**src/rtl/cbud_mon.sv**
```systemverilog
// Direction monitor for a 3-bit up/down counter: recovers DIR from successive
// samples of Q, counts the run length, flags reversals, wraps and illegal steps.
module cbud_mon (
    input  logic       CLK,
    input  logic       CLR,
    input  logic       EN,
    input  logic [2:0] Q,
    output logic       DIR,
    output logic       VLD,
    output logic       CHG,
    output logic       WRAP,
    output logic       ERR,
    output logic [3:0] RUN
);

    typedef enum logic [2:0] {
        S_IDLE,
        S_ARMED,
        S_UP,
        S_DOWN,
        S_FAULT
    } state_t;

    typedef enum logic [1:0] {
        C_HOLD,
        C_UP,
        C_DN,
        C_ILL
    } step_t;

    state_t     state_q, state_d;
    logic [2:0] prev_q,  prev_d;
    logic [3:0] run_q,   run_d;
    logic       dir_q,   dir_d;
    logic       vld_q,   vld_d;
    logic       chg_q,   chg_d;
    logic       wrap_q,  wrap_d;
    logic       err_q,   err_d;

    logic [2:0] delta;
    step_t      step;

    function automatic logic [3:0] run_inc(input logic [3:0] r);
        return (r == 4'hF) ? r : r + 4'd1;
    endfunction

    // Modulo-8 difference between consecutive samples decides the step kind.
    function automatic step_t classify(input logic [2:0] d);
        step_t s;
        case (d)
            3'd0:    s = C_HOLD;
            3'd1:    s = C_UP;
            3'd7:    s = C_DN;
            default: s = C_ILL;
        endcase
        return s;
    endfunction

    assign delta = Q - prev_q;
    assign step  = classify(delta);

    always_comb begin
        state_d = state_q;
        prev_d  = prev_q;
        run_d   = run_q;
        dir_d   = dir_q;
        chg_d   = 1'b0;
        wrap_d  = 1'b0;

        if (EN) begin
            case (state_q)
                S_IDLE: begin
                    prev_d  = Q;
                    state_d = S_ARMED;
                end
                S_ARMED, S_UP, S_DOWN: begin
                    prev_d = Q;
                    wrap_d = ((step == C_UP) && (prev_q == 3'b111)) ||
                             ((step == C_DN) && (prev_q == 3'b000));
                    case (step)
                        C_UP: begin
                            dir_d = 1'b0;
                            if (state_q == S_UP) begin
                                run_d = run_inc(run_q);
                            end else begin
                                state_d = S_UP;
                                run_d   = 4'd1;
                                chg_d   = (state_q == S_DOWN);
                            end
                        end
                        C_DN: begin
                            dir_d = 1'b1;
                            if (state_q == S_DOWN) begin
                                run_d = run_inc(run_q);
                            end else begin
                                state_d = S_DOWN;
                                run_d   = 4'd1;
                                chg_d   = (state_q == S_UP);
                            end
                        end
                        C_ILL: begin
                            state_d = S_FAULT;
                        end
                        default: begin
                        end
                    endcase
                end
                default: begin
                end
            endcase
        end

        // FAULT is terminal until CLR, so ERR derived from the state is sticky.
        vld_d = (state_d == S_UP) || (state_d == S_DOWN);
        err_d = (state_d == S_FAULT);
    end

    always_ff @(posedge CLK) begin
        if (CLR) begin
            state_q <= S_IDLE;
            prev_q  <= 3'b000;
            run_q   <= 4'h0;
            dir_q   <= 1'b0;
            vld_q   <= 1'b0;
            chg_q   <= 1'b0;
            wrap_q  <= 1'b0;
            err_q   <= 1'b0;
        end else begin
            state_q <= state_d;
            prev_q  <= prev_d;
            run_q   <= run_d;
            dir_q   <= dir_d;
            vld_q   <= vld_d;
            chg_q   <= chg_d;
            wrap_q  <= wrap_d;
            err_q   <= err_d;
        end
    end

    assign DIR  = dir_q;
    assign VLD  = vld_q;
    assign CHG  = chg_q;
    assign WRAP = wrap_q;
    assign ERR  = err_q;
    assign RUN  = run_q;

endmodule

```
**config.mk**
```make
export PLATFORM = sky130hd
export DESIGN_NAME = cbud_mon
export DESIGN_NICKNAME = d
export VERILOG_FILES = /design/src/rtl/cbud_mon.sv
export SDC_FILE = /design/constraint.sdc
export NUM_CORES = 1
export LEC_CHECK = 0
export CAP_MARGIN = 40
export CORE_UTILIZATION = 40
export CTS_CLUSTER_DIAMETER = 80
export DETAILED_ROUTE_END_ITERATION = 6
export SLEW_MARGIN = 20
export SYNTH_ARGS = -nofsm -noshare
export SYNTH_HDL_FRONTEND = slang
export SYNTH_SLANG_ARGS = --single-unit
```
**constraint.sdc**
```tcl
create_clock -name CLK -period 2.95 [get_ports CLK]
set_input_delay 0.4425 -clock CLK [delete_from_list [all_inputs] [get_ports CLK]]
set_output_delay 0.4425 -clock CLK [all_outputs]
set_load 0.01 [all_outputs]
```
**Word level (Yosys, flattened, before mapping)**

Cells that the tools add are included.

- Output and inout bits: 9
- Flip-flop bits (word level): 15
- Logic and storage cells: 52

- Equal/unequal tests: 13
- $add $sub $neg: 2
- Reduce and logical (&&, ||, !) cells: 13
- Bitwise operators: 2
- Muxes and demuxes: 14

Operators by type and width:

| kind | count |
|---|---|
| $eq A3 B2 Y1 const B | 4 |
| $mux W4 | 3 |
| $eq A3 B3 Y1 const B | 3 |
| $logic_not A3 Y1 | 3 |
| $mux W3 | 3 |
| $pmux W3 S3 | 1 |
| $pmux W4 S2 | 1 |
| $eq A3 B1 Y1 const B | 2 |
| $pmux W2 S3 | 1 |
| $pmux W3 S2 | 1 |
| $reduce_or A3 Y1 | 2 |
| $add A4 B1 Y4 const B | 1 |
| $eq A2 B2 Y1 const B | 2 |
| $eq A4 B4 Y1 const B | 1 |
| $pmux W1 S2 | 2 |
| $reduce_or A4 Y1 | 1 |
| $reduce_and A3 Y1 | 1 |
| $sub A3 B3 Y3 | 1 |
| $eq A2 B1 Y1 const B | 1 |
| $logic_and A1 B1 Y1 | 2 |
| $logic_or A1 B1 Y1 | 2 |
| $mux W1 | 2 |
| $not A1 Y1 | 2 |
| $reduce_and A2 Y1 | 1 |
| $reduce_bool A2 Y1 | 1 |

**Longest topological paths before layout**

Gate-level depths: netlist of the first run.

- Depth in word-level cells: 9
- Depth in mapped cells: 9
- Gate-level depth less buffers: 8

**Worst setup path after synthesis of the first run**

OpenSTA, ideal clock, no wires.

- Path kind: input -> register
- Start: input Q[0]
- End: register chg_q, in the netlist CHG
- Setup time: 60 ps
- Arrival: 2,587 ps
- Stages on the path: 9
- Required time: 2,890 ps
- Buffers on the path: 1
- Path slack: 303 ps
- Cell sequence: inv_1 ha_1 fa_1 or2_2 or2_1 buf_2 or4_4 o21ai_0 and3b_1

- Longest elaborated chain between the ends: 5
- Elaborated cells on any way between the ends: 8
- Those cells by class: 1 x add/sub; 4 x eq/ne; 2 x mux; 1 x reduce/logical

Ends and longest elaborated chain:

| what | line | RTL |
|---|---|---|
| start: declaration | 7 | `input logic [2:0] Q,` |
| $sub A3 B3 Y3 * | 59 | `assign delta = Q - prev_q;` |
| $eq A3 B3 Y1, or another cell as far along | 50 | `case (d)` |
| $pmux W2 S3 * | 50 |  |
| $eq A2 B2 Y1 or $eq A2 B1 Y1 (tied branches) | 80 | `case (step)` |
| $pmux W1 S2 * | 80 |  |
| end signal: assignment | 134 | `chg_q <= chg_d;` |
| end: declaration | 36 | `logic chg_q, chg_d;` |

Every way passes the cells marked *; elsewhere a longest branch is shown, timed or not.
A chain may end at the register's enable or synchronous reset.

**Worst setup path after layout of the first run**

Ends and elaborated chain as after synthesis.

==> impl_metrics.tcl, run 1 <==
set metrics [dict create \
    status "complete, no violations" \
    hold_viol_final 0 \
    setup.worst_path.start_class "input pin" \
    maxCapViolations 0 \
    ctsResizeCount 0 \
    worstPathArrival_ns 3.02 \
    fin_crit_sh_pct 94.3 \
    routedWlPerCell_um 11.8 \
    io_pins 15 \
    seqCellArea_um2 300 \
    p_leak_nw 0.372 \
    num_antenna_cells 0 \
    grt_pass1_wl_um 2880 \
    ys_ff_latch 15 \
    yosys_most_used_dff "dfxtp_1" \
    start_util_pct 43.6 \
    skew_ns 0.00592 \
    final_core_util_pct 56.3 \
    crit_path_end_kind "register" \
    first_pass_iters 4 \
    worst-slew-pin-transition_ns 0.438 \
    hold_class "register to register" \
    slew_headroom_pct 70.8 \
    ys_seq_area_share_pct 39.0 \
    period_minus_slack_ns 2.78 \
    grt_pass1_vias 652 \
    core_mm2 0.00176 \
    power_per_cell_area_mw_per_mm2 444 \
    wirelength_um 1600 \
    slew_violations 0 \
    ys_async_sr_fraction_pct 0 \
    nNetsFinal 120 \
    cts_tree "yes" \
    grt_max_degree 17 \
    clkTransAtPathRegs_ns 0.09 \
    area_growth_pct 29.1 \
    path_class "input pin to register" \
    overflow 0 \
    fill_cells 174 \
    grt_usage_pct 19.0 \
    chipHeight_um 45.9 \
    worstPathRequired_ns 3.19 \
    hold_ws_ns 0.475 \
    die_area_mm2 0.00210 \
    antenna_found_initial 0 \
    fp.dieW_um 45.9 \
    multiInputGateArea_um2 442 \
    p_total_mw 0.441 \
    drtIter0Drc 25 \
    clockBufferDepth 2 \
    h-tree-depth 1 \
    synth_warnings 0 \
    hold_buffers 0 \
    syn_nets 99 \
    synth_cell_types 35 \
    fmax_mhz 359 \
    gp_congestion 0.810 \
    postCtsSetupBuffers 0 \
    setup_viol 0 \
    via_per_inst 5.28 \
    dp_hpwl_um 1210 \
    synthCells 90 \
    clkLatencyLatePin_ns 0.29 \
    synth.avg_cell_area_um2 8.55 \
    portBuffers 14 \
    netlist_area_um2 769 \
    dr_total_vias 713 \
    path_max_fanout 3 \
    rows 15 \
    drive_above_1_share_pct 13.6 \
    synth-edff-count 0 \
    rsz0062_at_grt "no" \
    ctsRootBufferMaster "clkbuf_4" \
    ir_worst_vdd_mv 0.263 \
    clkSinkCount 15 \
    drcViolationCount 0 \
    final_antenna_net_count 0 \
    cts-buffers-inserted 3 \
]
-- path summary, 6_finish.rpt --
| path | slack (ns) | cells past startpoint | end | startpoint |
|---|---|---|---|---|
| setup / recovery | 0.17 | 9 | CHG | Q[0] |
| hold / removal | 0.47 | 2 | DIR | DIR |
| setup reg to reg | 0.50 | 7 | CHG | prev_q[0] |
| hold reg to reg | 0.47 | 2 | DIR | DIR |
-- metrics by stage --
step / worst slack, ns / std cells / cell area (µm²) / setup TNS, ns
floorplan: 0.303 / 90 / 769 / 0
global placement: -0.0603 / 131 / 966 / -0.104
detailed placement: -0.103 / 131 / 966 / -0.173
CTS: 0.173 / 135 / 993 / 0
global route: 0.0274 / 135 / 993 / 0
finish: 0.168 / 135 / 993 / 0
-- layout by cell type (no fill, tap or decap), drive strengths merged, types with 3 or more instances in the layout --
cell / netlist / routed
inv: 4 / 4
a21oi: 7 / 7
nand2: 11 / 11
clkbuf: 2 / 3
clkdlybuf4s50: 0 / 14
a311oi: 3 / 3
nand2b: 3 / 3
dfxtp: 15 / 15
buf: 1 / 5
o21ai: 4 / 4
nor2: 8 / 8
-- routing by layer --
layer  up-vias  part of all wire, %  wire length (µm)  track usage (%)
li1        367                    -                 -                -
met1       324                   51               813             28.4
met2        22                   44               704             24.8
met3         0                  5.0                80             7.14
met4         0                    0                 0             5.29
met5         -                    0                 0                0
-- power by group --
group          internal, mW  switching (mW)
logic                0.0501          0.0503
registers             0.213          0.0107
clock network        0.0504          0.0662
total                 0.314           0.127
-- sequential cells by signal, indices dropped and copies added, names as in the netlist --
register,cells
CHG,1
VLD,1
RUN,4
DIR,1
state_q,3
ERR,1
prev_q,3
WRAP,1
-- synth_stat cells (3+ instances only) --
master	instances	share of area [%]
nand2b_1	3	2.4
a21oi_1	7	4.6
nand2_1	11	5.4
nor2_1	8	3.9
o21ai_0	4	2.6
a311oi_1	3	3.4
inv_1	4	2.0
dfxtp_1	15	39
-- layout make-up --
cell class	count	share of cell area [%]
timing repair buffer	19	17.9
inverter	4	1.51
tap	25	3.15
sequential	15	30.2
clock inverter	1	0.504
multi-input combinational	68	44.5
clock buffer	3	2.27
-- logic make-up (layout without fill, tap and decap cells) --
group,after synthesis,in the layout,synth area share [%]
adder cells (fa/ha/maj),3,3,5.85
flip-flops,15,15,39.0
buffers and inverters,7,27,3.58
XOR/XNOR,1,1,3.09
AND/OR/NAND/NOR,41,41,28.9
AO/OA/AOI/OAI,23,23,19.5
-- worst max-delay path, stage by stage --
cell             delay (ns)
clkdlybuf4s50_1        0.47
inv_1                  0.05
ha_1                   0.20
fa_1                   0.45
or2_2                  0.30
or2_1                  0.25
or4_4                  0.54
o21ai_0                0.16
and3b_1                0.16
No activity file was read; power rests on OpenSTA's default activity.
==> inputs of run 2 (changes only) <==
- CORE_MARGIN: unset -> 5
==> impl_metrics.tcl, run 2 (synthesis gave the netlist of run 1 again) <==
set metrics [dict create \
    final_antenna_net_count 0 \
    skew_ns 0.00353 \
    largest_reg_flops 4 \
    die_area_mm2 0.00290 \
    pwr-share-clk_pct 26.6 \
    hp-start "DIR" \
    grt_max_degree 17 \
    worst-slew-pin-transition_ns 0.388 \
    hold_buffers 0 \
    worstHoldPathCells 2 \
    ctsResizeCount 0 \
    gp_congestion 0.717 \
    worstPathRequired_ns 3.18 \
    switching_share_pct 28.5 \
    hold_path_end "DIR" \
    clockBufferDepth 2 \
    ff2ff_setup_slack_ns 0.54 \
    fmax_mhz 365 \
    grt_usage_pct 15.6 \
    grt_pass1_wl_um 3070 \
    p_total_mw 0.443 \
    seqPwrFrac_pct 50.6 \
    routedWlPerCell_um 13.0 \
    final_common_cell "dfxtp_1" \
    clkSinkCount 15 \
    power_per_cell_area_mw_per_mm2 443 \
    ir_worst_vdd_mv 0.262 \
    overflow 0 \
    cts_tree "yes" \
    hold_viol_final 0 \
    p_leak_nw 0.374 \
    fin_crit_sh_pct 92.9 \
    rsz0062_at_grt "no" \
    r2r-end "CHG" \
    chipHeight_um 53.9 \
    setup.worst_path.start_class "input pin" \
    start_util_pct 43.2 \
    worstPathArrival_ns 2.97 \
    cpPeakStageDelay_ns 0.53 \
    status "complete, no violations" \
    drive_above_1_share_pct 13.5 \
    portBuffers 14 \
    postCtsSetupBuffers 0 \
    wirelength_um 1770 \
    power.switching_mw 0.126 \
    fill_cells 175 \
    cts-buffers-inserted 3 \
    regToRegStartpoint "prev_q[0]" \
    crit_path_end_kind "register" \
    ctsRootBufferMaster "clkbuf_4" \
    maxCapViolations 0 \
    crit_slowest_cell "or4_4" \
    num_antenna_cells 0 \
    comb_power_share_pct 22.8 \
    final_area_um2 1000 \
    dr_total_vias 721 \
    io_pins 15 \
    antenna_found_initial 0 \
    multiInputGateArea_um2 442 \
    first_pass_iters 4 \
    drcViolationCount 0 \
    final_cell_mix "dfxtp_1 (15), clkdlybuf4s50_1 (14), nand2_1 (11)" \
    hold_class "register to register" \
    via_per_inst 5.30 \
    rows 15 \
    drtIter0Drc 20 \
    clkTransAtPathRegs_ns 0.09 \
    slew_headroom_pct 74.1 \
    seqCellArea_um2 300 \
    path_class "input pin to register" \
    clkLatencyLatePin_ns 0.28 \
    r2r_cells 7 \
    nNetsFinal 121 \
    placed_area_um2 973 \
    internal_power_mw 0.316 \
    h-tree-depth 1 \
    dp_hpwl_um 1300 \
    slew_violations 0 \
    core_mm2 0.00178 \
    area_growth_pct 29.9 \
    setup_viol 0 \
    period_minus_slack_ns 2.74 \
    path_max_fanout 3 \
    grt_pass1_vias 681 \
    fp.dieW_um 53.9 \
    crit_chain "clkdlybuf4s50_1 -> inv_1 -> ha_1 -> fa_1 -> or2_2 -> or2_1 -> or4_4 -> o21ai_0 -> and3b_1" \
]
==> run 2: cell count changes in the layout (fill, tap and decap cells not counted), sizes merged <==
cell and delta:
buf +1, clkbuf +1, clkinv -1
==> run 2: worst max path at each step <==
stage | start | endpoint | slack [ns]
2_1_floorplan | Q[0] | CHG | 0.30
3_3_place_gp | Q[0] | CHG | -0.06
3_5_place_dp | Q[0] | CHG | -0.08
4_1_cts | Q[0] | CHG | 0.21
5_1_grt | Q[0] | CHG | 0.09
6_report | Q[0] | CHG | 0.21
==> run 2: power by group through the flow <==
stage	clock, mW	combinational, mW	sequential, mW
2_1_floorplan	0	0.0589	0.228
3_3_place_gp	0	0.0995	0.229
3_5_place_dp	0	0.0997	0.229
4_1_cts	0.126	0.102	0.224
5_1_grt	0.137	0.113	0.226
6_report	0.118	0.101	0.224
==> run 2: area by class of cell <==
type | instances | share of cell area, %
Timing Repair Buffer | 20 | 18.5
Multi-Input combinational cell | 68 | 44.2
Clock buffer | 4 | 2.63
Tap cell | 25 | 3.13
Sequential cell | 15 | 30.0
Inverter | 4 | 1.50
==> run 2: worst max-delay path: cells and delay by family <==
| kind | cells | cell delay (ns) |
|---|---|---|
| AOI/OAI and AO/OA | 1 | 0.15 |
| adders and majority gates | 2 | 0.64 |
| buffers and inverters | 2 | 0.51 |
| and+or+nand+nor | 4 | 1.23 |
==> run 2: through the flow <==
stage	cells	worst slack, ns	setup TNS (ns)	hold slack, ns	util (%)
2_1_floorplan	90	0.303	0	0.463	-
3_3_place_gp	132	-0.0611	-0.0983	0.495	54.6
3_5_place_dp	132	-0.0753	-0.133	0.477	54.6
4_1_cts	136	0.214	0	0.492	56.1
5_1_grt	136	0.0875	0	0.536	56.1
6_report	136	0.210	0	0.482	56.1
==> run 2: layer usage <==
layer	vias to the layer above	part of all wire [%]	global-route usage, %	wire (µm)
li1	370	-	-	-
met1	334	46	19.0	816
met2	15	46	23.4	822
met3	2	6.1	4.99	108
met4	0	1.2	10.2	21
met5	-	0	0	0
